### config.mk
export PLATFORM = sky130hd
export DESIGN_NAME = multicycle_ctrl
export DESIGN_NICKNAME = d
export VERILOG_FILES = /design/src/rtl/riscv_pkg.sv /design/src/rtl/alu_decoder.sv /design/src/rtl/multicycle_ctrl.sv
export SDC_FILE = /design/constraint.sdc
export NUM_CORES = 1
export LEC_CHECK = 0
export CORE_MARGIN = 3
export CORE_UTILIZATION = 41
export DETAILED_ROUTE_END_ITERATION = 10
export PLACE_DENSITY = 0.79
export SYNTH_ARGS = -nofsm -noshare
export SYNTH_HDL_FRONTEND = slang
export SYNTH_SLANG_ARGS = --single-unit
export TNS_END_PERCENT = 5
### constraint.sdc
create_clock -name clk -period 2.49 [get_ports clk]
set_clock_uncertainty 0.2 [all_clocks]
set_input_delay 0.6225 -clock clk [delete_from_list [all_inputs] [get_ports clk]]
set_output_delay 0.6225 -clock clk [all_outputs]
set_load 0.03 [all_outputs]
### src/rtl/riscv_pkg.sv
// rtl/riscv_pkg.sv - shared encodings for the multicycle RV32I control path
package riscv_pkg;

  typedef enum logic [3:0] {
    ST_FETCH    = 4'd0,
    ST_DECODE   = 4'd1,
    ST_MEMADR   = 4'd2,
    ST_MEMREAD  = 4'd3,
    ST_MEMWB    = 4'd4,
    ST_MEMWRITE = 4'd5,
    ST_EXECR    = 4'd6,
    ST_EXECI    = 4'd7,
    ST_ALUWB    = 4'd8,
    ST_BRANCH   = 4'd9,
    ST_JAL      = 4'd10,
    ST_JALR     = 4'd11,
    ST_LUI      = 4'd12,
    ST_AUIPC    = 4'd13,
    ST_HALT     = 4'd14
  } state_e;

  typedef enum logic [2:0] {
    ACLS_ADD    = 3'd0,
    ACLS_PASSB  = 3'd1,
    ACLS_BRANCH = 3'd2,
    ACLS_RTYPE  = 3'd3,
    ACLS_ITYPE  = 3'd4
  } alu_class_e;

  localparam logic [3:0] ALU_ADD    = 4'd0;
  localparam logic [3:0] ALU_SUB    = 4'd1;
  localparam logic [3:0] ALU_AND    = 4'd2;
  localparam logic [3:0] ALU_OR     = 4'd3;
  localparam logic [3:0] ALU_XOR    = 4'd4;
  localparam logic [3:0] ALU_SLL    = 4'd5;
  localparam logic [3:0] ALU_SRL    = 4'd6;
  localparam logic [3:0] ALU_SRA    = 4'd7;
  localparam logic [3:0] ALU_SLT    = 4'd8;
  localparam logic [3:0] ALU_SLTU   = 4'd9;
  localparam logic [3:0] ALU_PASS_B = 4'd10;

  localparam logic [2:0] IMM_I = 3'd0;
  localparam logic [2:0] IMM_S = 3'd1;
  localparam logic [2:0] IMM_B = 3'd2;
  localparam logic [2:0] IMM_U = 3'd3;
  localparam logic [2:0] IMM_J = 3'd4;

  localparam logic       ADR_PC     = 1'b0;
  localparam logic       ADR_RESULT = 1'b1;
  localparam logic [1:0] SRCA_PC    = 2'b00;
  localparam logic [1:0] SRCA_OLDPC = 2'b01;
  localparam logic [1:0] SRCA_RS1   = 2'b10;
  localparam logic [1:0] SRCB_RS2   = 2'b00;
  localparam logic [1:0] SRCB_IMM   = 2'b01;
  localparam logic [1:0] SRCB_FOUR  = 2'b10;
  localparam logic [1:0] RES_ALUOUT = 2'b00;
  localparam logic [1:0] RES_MEM    = 2'b01;
  localparam logic [1:0] RES_ALU    = 2'b10;

  localparam logic [6:0] OP_LOAD   = 7'b0000011;
  localparam logic [6:0] OP_STORE  = 7'b0100011;
  localparam logic [6:0] OP_RTYPE  = 7'b0110011;
  localparam logic [6:0] OP_ITYPE  = 7'b0010011;
  localparam logic [6:0] OP_BRANCH = 7'b1100011;
  localparam logic [6:0] OP_JAL    = 7'b1101111;
  localparam logic [6:0] OP_JALR   = 7'b1100111;
  localparam logic [6:0] OP_LUI    = 7'b0110111;
  localparam logic [6:0] OP_AUIPC  = 7'b0010111;

  typedef struct packed {
    logic       pc_write;
    logic       ir_write;
    logic       adr_src;
    logic       mem_read;
    logic       mem_write;
    logic       reg_write;
    logic [1:0] alu_src_a;
    logic [1:0] alu_src_b;
    logic [1:0] result_src;
    logic [2:0] imm_src;
  } ctrl_t;

  // Every state starts from the fetch mux setting with all enables dropped.
  localparam ctrl_t CTRL_FETCH_MUX = '{
    pc_write:   1'b0,
    ir_write:   1'b0,
    adr_src:    ADR_PC,
    mem_read:   1'b0,
    mem_write:  1'b0,
    reg_write:  1'b0,
    alu_src_a:  SRCA_PC,
    alu_src_b:  SRCB_FOUR,
    result_src: RES_ALU,
    imm_src:    IMM_I
  };

  function automatic logic branch_taken(input logic [2:0] f3, input logic zero);
    logic taken;
    case (f3)
      3'b000:  taken = zero;
      3'b001:  taken = ~zero;
      3'b100:  taken = ~zero;
      3'b101:  taken = zero;
      3'b110:  taken = ~zero;
      3'b111:  taken = zero;
      default: taken = 1'b0;
    endcase
    return taken;
  endfunction

endpackage

### src/rtl/alu_decoder.sv
// rtl/alu_decoder.sv - maps funct3/funct7_5 and the operation class onto alu_ctrl
module alu_decoder
  import riscv_pkg::*;
(
  input  logic [2:0] i_funct3,
  input  logic       i_funct7_5,
  input  alu_class_e i_alu_class,
  output logic [3:0] o_alu_ctrl
);

  logic [3:0] w_arith;

  // Shared by R and I forms; SUB exists only in the register form.
  always_comb begin
    w_arith = ALU_ADD;
    case (i_funct3)
      3'b000:  w_arith = (i_funct7_5 && (i_alu_class == ACLS_RTYPE)) ? ALU_SUB : ALU_ADD;
      3'b001:  w_arith = ALU_SLL;
      3'b010:  w_arith = ALU_SLT;
      3'b011:  w_arith = ALU_SLTU;
      3'b100:  w_arith = ALU_XOR;
      3'b101:  w_arith = i_funct7_5 ? ALU_SRA : ALU_SRL;
      3'b110:  w_arith = ALU_OR;
      3'b111:  w_arith = ALU_AND;
      default: w_arith = ALU_ADD;
    endcase
  end

  always_comb begin
    o_alu_ctrl = ALU_ADD;
    case (i_alu_class)
      ACLS_PASSB: o_alu_ctrl = ALU_PASS_B;
      ACLS_BRANCH: begin
        case (i_funct3[2:1])
          2'b10:   o_alu_ctrl = ALU_SLT;
          2'b11:   o_alu_ctrl = ALU_SLTU;
          default: o_alu_ctrl = ALU_SUB;
        endcase
      end
      ACLS_RTYPE, ACLS_ITYPE: o_alu_ctrl = w_arith;
      default: o_alu_ctrl = ALU_ADD;
    endcase
  end

endmodule

### src/rtl/multicycle_ctrl.sv
// rtl/multicycle_ctrl.sv - multicycle RV32I control FSM for a unified-memory datapath
module multicycle_ctrl
  import riscv_pkg::*;
(
  input  logic       clk,
  input  logic       rst,
  input  logic [6:0] opcode,
  input  logic [2:0] funct3,
  input  logic       funct7_5,
  input  logic       zero,
  input  logic       mem_ready,
  output logic       pc_write,
  output logic       ir_write,
  output logic       adr_src,
  output logic       mem_read,
  output logic       mem_write,
  output logic       reg_write,
  output logic [1:0] alu_src_a,
  output logic [1:0] alu_src_b,
  output logic [1:0] result_src,
  output logic [2:0] imm_src,
  output logic [3:0] alu_ctrl,
  output logic [3:0] state_o,
  output logic       illegal
);

  state_e     r_state;
  state_e     w_next;
  logic       r_illegal;
  ctrl_t      w_ctrl;
  alu_class_e w_alu_class;
  logic [3:0] w_alu_ctrl;
  logic       w_is_store;

  assign w_is_store = (opcode == OP_STORE);

  alu_decoder u_alu_decoder (
    .i_funct3    (funct3),
    .i_funct7_5  (funct7_5),
    .i_alu_class (w_alu_class),
    .o_alu_ctrl  (w_alu_ctrl)
  );

  always_comb begin
    w_next = r_state;
    case (r_state)
      ST_FETCH: if (mem_ready) w_next = ST_DECODE;
      ST_DECODE: begin
        case (opcode)
          OP_LOAD, OP_STORE: w_next = ST_MEMADR;
          OP_RTYPE:          w_next = ST_EXECR;
          OP_ITYPE:          w_next = ST_EXECI;
          OP_BRANCH:         w_next = ST_BRANCH;
          OP_JAL:            w_next = ST_JAL;
          OP_JALR:           w_next = ST_JALR;
          OP_LUI:            w_next = ST_LUI;
          OP_AUIPC:          w_next = ST_AUIPC;
          default:           w_next = ST_HALT;
        endcase
      end
      ST_MEMADR:          w_next = w_is_store ? ST_MEMWRITE : ST_MEMREAD;
      ST_MEMREAD:         if (mem_ready) w_next = ST_MEMWB;
      ST_MEMWRITE:        if (mem_ready) w_next = ST_FETCH;
      ST_EXECR, ST_EXECI: w_next = ST_ALUWB;
      ST_HALT:            w_next = ST_HALT;
      default:            w_next = ST_FETCH;
    endcase
  end

  always_ff @(posedge clk) begin
    if (rst) begin
      r_state   <= ST_FETCH;
      r_illegal <= 1'b0;
    end else begin
      r_state <= w_next;
      if ((r_state == ST_DECODE) && (w_next == ST_HALT)) r_illegal <= 1'b1;
    end
  end

  // Reset forces the fetch mux setting with every enable low.
  always_comb begin
    w_ctrl      = CTRL_FETCH_MUX;
    w_alu_class = ACLS_ADD;
    if (!rst) begin
      case (r_state)
        ST_FETCH: begin
          w_ctrl.mem_read = 1'b1;
          w_ctrl.ir_write = mem_ready;
          w_ctrl.pc_write = mem_ready;
        end
        ST_DECODE: begin
          w_ctrl.alu_src_a = SRCA_OLDPC;
          w_ctrl.alu_src_b = SRCB_IMM;
          w_ctrl.imm_src   = IMM_B;
        end
        ST_MEMADR: begin
          w_ctrl.alu_src_a = SRCA_RS1;
          w_ctrl.alu_src_b = SRCB_IMM;
          w_ctrl.imm_src   = w_is_store ? IMM_S : IMM_I;
        end
        ST_MEMREAD: begin
          w_ctrl.adr_src    = ADR_RESULT;
          w_ctrl.mem_read   = 1'b1;
          w_ctrl.result_src = RES_ALUOUT;
        end
        ST_MEMWB: begin
          w_ctrl.reg_write  = 1'b1;
          w_ctrl.result_src = RES_MEM;
        end
        ST_MEMWRITE: begin
          w_ctrl.adr_src    = ADR_RESULT;
          w_ctrl.mem_write  = 1'b1;
          w_ctrl.result_src = RES_ALUOUT;
        end
        ST_EXECR: begin
          w_ctrl.alu_src_a = SRCA_RS1;
          w_ctrl.alu_src_b = SRCB_RS2;
          w_alu_class      = ACLS_RTYPE;
        end
        ST_EXECI: begin
          w_ctrl.alu_src_a = SRCA_RS1;
          w_ctrl.alu_src_b = SRCB_IMM;
          w_alu_class      = ACLS_ITYPE;
        end
        ST_ALUWB: begin
          w_ctrl.reg_write  = 1'b1;
          w_ctrl.result_src = RES_ALUOUT;
        end
        ST_BRANCH: begin
          w_ctrl.alu_src_a  = SRCA_RS1;
          w_ctrl.alu_src_b  = SRCB_RS2;
          w_ctrl.result_src = RES_ALUOUT;
          w_ctrl.pc_write   = branch_taken(funct3, zero);
          w_alu_class       = ACLS_BRANCH;
        end
        ST_JAL: begin
          w_ctrl.pc_write  = 1'b1;
          w_ctrl.reg_write = 1'b1;
          w_ctrl.alu_src_a = SRCA_OLDPC;
          w_ctrl.alu_src_b = SRCB_IMM;
          w_ctrl.imm_src   = IMM_J;
        end
        ST_JALR: begin
          w_ctrl.pc_write  = 1'b1;
          w_ctrl.reg_write = 1'b1;
          w_ctrl.alu_src_a = SRCA_RS1;
          w_ctrl.alu_src_b = SRCB_IMM;
          w_ctrl.imm_src   = IMM_I;
        end
        ST_LUI: begin
          w_ctrl.reg_write = 1'b1;
          w_ctrl.alu_src_b = SRCB_IMM;
          w_ctrl.imm_src   = IMM_U;
          w_alu_class      = ACLS_PASSB;
        end
        ST_AUIPC: begin
          w_ctrl.reg_write = 1'b1;
          w_ctrl.alu_src_a = SRCA_OLDPC;
          w_ctrl.alu_src_b = SRCB_IMM;
          w_ctrl.imm_src   = IMM_U;
        end
        default: ;
      endcase
    end
  end

  assign pc_write   = w_ctrl.pc_write;
  assign ir_write   = w_ctrl.ir_write;
  assign adr_src    = w_ctrl.adr_src;
  assign mem_read   = w_ctrl.mem_read;
  assign mem_write  = w_ctrl.mem_write;
  assign reg_write  = w_ctrl.reg_write;
  assign alu_src_a  = w_ctrl.alu_src_a;
  assign alu_src_b  = w_ctrl.alu_src_b;
  assign result_src = w_ctrl.result_src;
  assign imm_src    = w_ctrl.imm_src;
  assign alu_ctrl   = w_alu_ctrl;
  assign state_o    = r_state;
  assign illegal    = r_illegal;

endmodule

=== After elaboration in Yosys (flattened, before gate mapping) ===
Index checks and enable logic that the tools add are counted.

* Input bits: 15
* Output and inout bits: 24
* Memories kept: 0
* Bits in read-only memories: 0
* Flip-flop bits (word level): 5
* Bits in latches: 0
* Memory bits (writable): 0

* Mux-type cells: 26
* Shift-type cells: 0
* $lt $le $gt $ge: 0
* Div/mod/pow operators: 0
* Reduce and logical (&&, ||, !) cells: 19
* Bitwise operators: 1
* Add/subtract/negate cells: 0
* Eq/ne operators: 37
* Multiply operators: 0

{| class="wikitable"
|+ Operator list
! operator !! number
|-
| 4-bit case mux with 8 select lines || 2
|-
| 4-bit == test (second input constant) || 8
|-
| 4-bit case mux with 7 select lines || 1
|-
| 3-bit case mux with 4 select lines || 2
|-
| 7-bit by 6-bit == test with 1-bit output (second input constant) || 3
|-
| 7-bit == test (second input constant) || 3
|-
| 4-bit by 3-bit == test with 1-bit output (second input constant) || 4
|-
| 2-bit OR reduction || 8
|-
| 3-bit == test (second input constant) || 5
|-
| 15-bit 2-to-1 mux || 1
|-
| 7-bit by 5-bit == test with 1-bit output (second input constant) || 2
|-
| 3-bit by 2-bit == test with 1-bit output (second input constant) || 4
|-
| 4-bit 2-to-1 mux || 3
|-
| 2-bit case mux with 2 select lines || 3
|-
| 4-bit case mux with 3 select lines || 1
|-
| 3-bit OR reduction || 3
|-
| 4-bit by 2-bit == test with 1-bit output (second input constant) || 2
|-
| 1-bit 2-to-1 mux || 8
|-
| 4-bit case mux with 2 select lines || 1
|-
| 7-bit by 2-bit == test with 1-bit output (second input constant) || 1
|-
| 7-bit OR reduction || 1
|-
| 3-bit by 1-bit == test with 1-bit output (second input constant) || 2
|-
| 3-bit 2-to-1 mux || 2
|-
| 6-bit OR reduction || 1
|-
| other kinds (10) || 12
|}

=== Logic depth before layout (Yosys ltp) ===
* Depth after elaboration: 8
* Gate-level depth with buffers: 6

=== By module ===
Synthesis repeated with hierarchy kept, for this count alone.

* Cells, all modules: 135
* Area, all modules: 930.9 µm²

{| class="wikitable"
|+ Modules (own cells, without submodules)
! module !! area an instance (µm²) !! cells an instance !! instances !! seq. area each (µm²)
|-
| multicycle_ctrl || 773.2 || 111 || 1 || 100.1
|-
| alu_decoder || 157.7 || 24 || 1 || 0.0
|}

=== Worst setup path after synthesis ===
No wires, ideal clock.

* Path type: reg-to-output
* Start point: reg r_state[1], in the netlist state_o[1]
* End point: out reg_write
* Arrival: 2.418 ns
* Setup slack: -0.751 ns
* Data required time: 1.668 ns
* Cell stages (with the launch flop): 5
* Cell sequence: dfxtp_1 > buf_4 > nand2b_1 > a21oi_1 > a2111oi_0

* Word-level cells in the longest chain between the ends: 4

{| class="wikitable"
|+ Ends and longest elaborated chain
! element !! RTL line !! RTL
|-
| from (decl) || multicycle_ctrl.sv:27 || <nowiki>state_e r_state;</nowiki>
|-
| from (signal assigned) || multicycle_ctrl.sv:75 || <nowiki>r_state <= w_next;</nowiki>
|-
| 4-bit == test or 4-bit by 3-bit == test with 1-bit output (tied branches) || multicycle_ctrl.sv:85 || <nowiki>case (r_state)</nowiki>
|-
| 6-bit OR reduction (no line) (*) || -- ||
|-
| 1-bit 2-to-1 mux (*) || multicycle_ctrl.sv:85 ||
|-
| 15-bit 2-to-1 mux (*) || multicycle_ctrl.sv:84 || <nowiki>if (!rst) begin</nowiki>
|-
| to (decl) || multicycle_ctrl.sv:17 || <nowiki>output logic reg_write,</nowiki>
|}

Mark *: on every way between the ends. The rest lies on a longest branch, timed or not.

=== Worst setup path in the final report ===
* Start point: in zero
* End point: out pc_write

* Word-level cells in the longest chain between the ends: 4

{| class="wikitable"
|+ Ends and longest elaborated chain
! element !! RTL line !! RTL
|-
| from (decl) || multicycle_ctrl.sv:10 || <nowiki>input logic zero,</nowiki>
|-
| 1-bit inverter || riscv_pkg.sv:101, riscv_pkg.sv:102, riscv_pkg.sv:104 ||
|-
| 1-bit case mux with 2 select lines (*) || riscv_pkg.sv:99 || <nowiki>case (f3)</nowiki>
|-
| 1-bit case mux with 3 select lines (*) || multicycle_ctrl.sv:85 ||
|-
| 15-bit 2-to-1 mux (*) || multicycle_ctrl.sv:84 ||
|-
| to (decl) || multicycle_ctrl.sv:12 || <nowiki>output logic pc_write,</nowiki>
|}

Marked as above.

==> impl_metrics.env <==
export IMPL_yosysUniqueCellTypes=46
export IMPL_die_h_um=51.7
export IMPL_period_minus_slack_ns=2.53
export IMPL_syn_nets=147
export IMPL_fill_cells=122
export IMPL_synth_compound_area_share_pct=25.5
export IMPL_crit_path_end="pc_write"
export IMPL_die_w_um=51.7
export IMPL_synth_seq_cells=5
export IMPL_synth_warning_count=0
export IMPL_p_per_area_nw_per_um2=508
export IMPL_nNetsFinal=213
export IMPL_routed_wl_um=3380
export IMPL_tritoncts="yes"
export IMPL_worst_slew_pin_slew_ns=0.312
export IMPL_slew_headroom_pct=79.2
export IMPL_finalHoldViolCount=0
export IMPL_cts_clk_slew_worst_paths_ns=0.04
export IMPL_synthTopCellsByCount="nor2_1 (16), nand2_1 (13), a21oi_1 (12), nand2b_1 (6)"
export IMPL_drv_cap=0
export IMPL_synth_top_family_by_area="simple AND/OR/NAND/NOR gates"
export IMPL_p_leak_nw=0.697
export IMPL_finalCritPeriodShare_pct=102
export IMPL_grt_pass1_wl_um=5420
export IMPL_area_growth_pct=76.6
export IMPL_syn_area_per_cell_um2=6.49
export IMPL_cts_buffers=3
export IMPL_dr_wl_met2_um=1580
export IMPL_layout_setup_ws_ns=-0.0424
export IMPL_status="finished with violations"
export IMPL_synthArstFlopShare_pct=0
export IMPL_fmax_mhz=395
export IMPL_viasPerCell=5.81
export IMPL_route_met3_wl_um=225
export IMPL_violations="setup timing"
export IMPL_vias=1290
export IMPL_register_area_um2=106
export IMPL_synth_seq_area_share_pct=11.7
export IMPL_synth_area_um2=857
export IMPL_antenna_found_initial=0
export IMPL_highest_layer="met4"
export IMPL_track_usage_pct=27.0
export IMPL_reg2reg_depth=7
export IMPL_drt_iter0_drc=44
export IMPL_hpwlAfterDp_um=2310
export IMPL_pin_count=39
export IMPL_core_area_um2=1840
export IMPL_utilization_pct=82.3
export IMPL_cts_sinks=5
export IMPL_cts_htree_levels=1
export IMPL_multi_input_area_um2=748
export IMPL_cts_root_buf="clkbuf_4"
export IMPL_start_kind="input pin"
export IMPL_routedLengthMet1_um=1450
export IMPL_antenna_left=0
export IMPL_r2r_slack_ns=0.76
export IMPL_insertedDiodeCount=0
export IMPL_ir_worst_vdd_mv=0.536
export IMPL_endpoint_kind="output pin"
export IMPL_r2r_end="illegal"
export IMPL_grt_pass1_vias=1166
export IMPL_worstReg2RegStart="state_o[0]"
export IMPL_gp_congestion=0.900
export IMPL_synth_xor_area_share_pct=4.09
export IMPL_synthTopCellsByArea="dfxtp_1 (12%), a21oi_1 (7.0%), nor2_1 (7.0%)"
export IMPL_dieArea_um2=2670
export IMPL_synth_ff_type="dfxtp_1"
export IMPL_cts_max_path_buffers=2
export IMPL_drive_gt1_share_pct=45.7
export IMPL_setup_violations=1
export IMPL_holdWs_ns=0.376
export IMPL_clk_latency_ns=0.25
export IMPL_arrival_ns=1.71
export IMPL_synth_top_area_cell="dfxtp_1"
export IMPL_crit_required_ns=1.67
export IMPL_synth_most_common_cell="nor2_1"
export IMPL_route_detailed_drc=0
export IMPL_syn_inst=132
export IMPL_cp_max_fo=1
export IMPL_hold_class="flip-flop to flip-flop"
export IMPL_criticalPathCategory="input pin to output pin"
export IMPL_hp_start="illegal"
export IMPL_synth_area_mux_share_pct=2.92
export IMPL_yosysTopAreaCellShare_pct=11.7
export IMPL_firstDrtPassIters=4
export IMPL_wl_per_cell_um=15.2
export IMPL_yosys_area_share_adder_pct=0
export IMPL_grt_max_degree=13
export IMPL_synthSimpleGateAreaFrac_pct=46.7
export IMPL_drv_slew=0
export IMPL_synth_edf_count=0
export IMPL_start_util_pct=46.6
export IMPL_num_rows=15
export IMPL_io_buffer_count=38
export IMPL_cp_startpoint="zero"
export IMPL_grt_overflow_total=0
export IMPL_grt_setup_unrepaired="true"
[what timing repair did]
item                                    4_1_cts  5_1_grt
pin swaps                                    10        7
endpoints found under the setup margin       18       13
hold endpoints to repair                      0        0
hold buffers                                  0        0
resized for setup                            44       24
setup buffers                                 9        0
[critical path, cell delays in order]
cell and delay (ns):
buf_6 0.10, xor2_2 0.15, mux2_4 0.31, a21o_1 0.16
a21oi_2 0.13, nor3_2 0.06, buf_4 0.17
[through the flow]
stage / std cells / setup TNS (ns) / area [µm²] / power, mW / setup slack (ns)
finish: 222 / -0.0424 / 1510 / 0.769 / -0.0424
global route: 222 / -0.300 / 1510 / 0.816 / -0.110
CTS: 222 / -0.0984 / 1480 / 0.747 / -0.0395
detailed placement: 209 / -4.15 / 1350 / 0.619 / -0.977
global placement: 209 / -3.74 / 1350 / 0.609 / -0.926
floorplan: 132 / -1.94 / 858 / 0.436 / -0.352
[routing by layer]
metal,track usage [%],up-vias
met2,43.9,66
li1,-,599
met5,0,-
met3,3.44,17
met4,11.8,0
met1,35.4,608
[layout make-up]
cell class	instances	share of cell area, %
multi-input cells	112	49.4
repair buffers	72	38.6
flip-flops and latches	5	7.02
well taps	25	2.07
clock buffers	4	1.74
inverters	4	1.16
[power by group]
part	internal [mW]	switching, mW	leakage [nW]
clock network	0.0607	0.0356	0.0150
registers	0.0950	0.0313	0.0424
logic	0.242	0.304	0.640
total	0.398	0.371	0.697
[layout by cell type (no fill, tap or decap), types with 2 or more instances in the layout]
cell type / instances
nor2_2: 2
clkdlybuf4s15_1: 2
inv_2: 2
clkbuf_4: 3
clkdlybuf4s50_1: 5
dfxtp_2: 2
nor2b_4: 2
xor2_1: 2
nor2b_1: 4
o21ai_0: 4
nand2_1: 12
nor4_1: 2
and3_1: 3
a21o_1: 2
nand3b_1: 4
nand3_1: 3
a211o_1: 2
a31oi_1: 2
nand4_1: 2
buf_4: 50
nand2b_1: 6
nor3_2: 4
a21oi_2: 3
dlygate4sd2_1: 4
clkbuf_2: 4
o21ai_1: 3
a21oi_1: 9
buf_6: 4
a41o_1: 2
nor2_1: 15
nor3_1: 3
dfxtp_1: 2
[worst min path at each step]
stage | end | slack, ns | depth (start not counted)
2_1_floorplan | illegal | 0.56 | 2
3_3_place_gp | illegal | 0.35 | 2
3_5_place_dp | illegal | 0.37 | 2
4_1_cts | state_o[0] | 0.39 | 1
5_1_grt | state_o[0] | 0.41 | 1
6_report | illegal | 0.38 | 2
[sequential cells by signal, summed over array words and instances, names as in the netlist]
register,count
state_o,4
illegal,1
[kinds of logic after synthesis]
kind of cell,Yosys count
flops,5
mux,2
buf+inv,15
simple gates,72
compound gates,34
xor+xnor,4
Power figures use the tool's default switching activity.
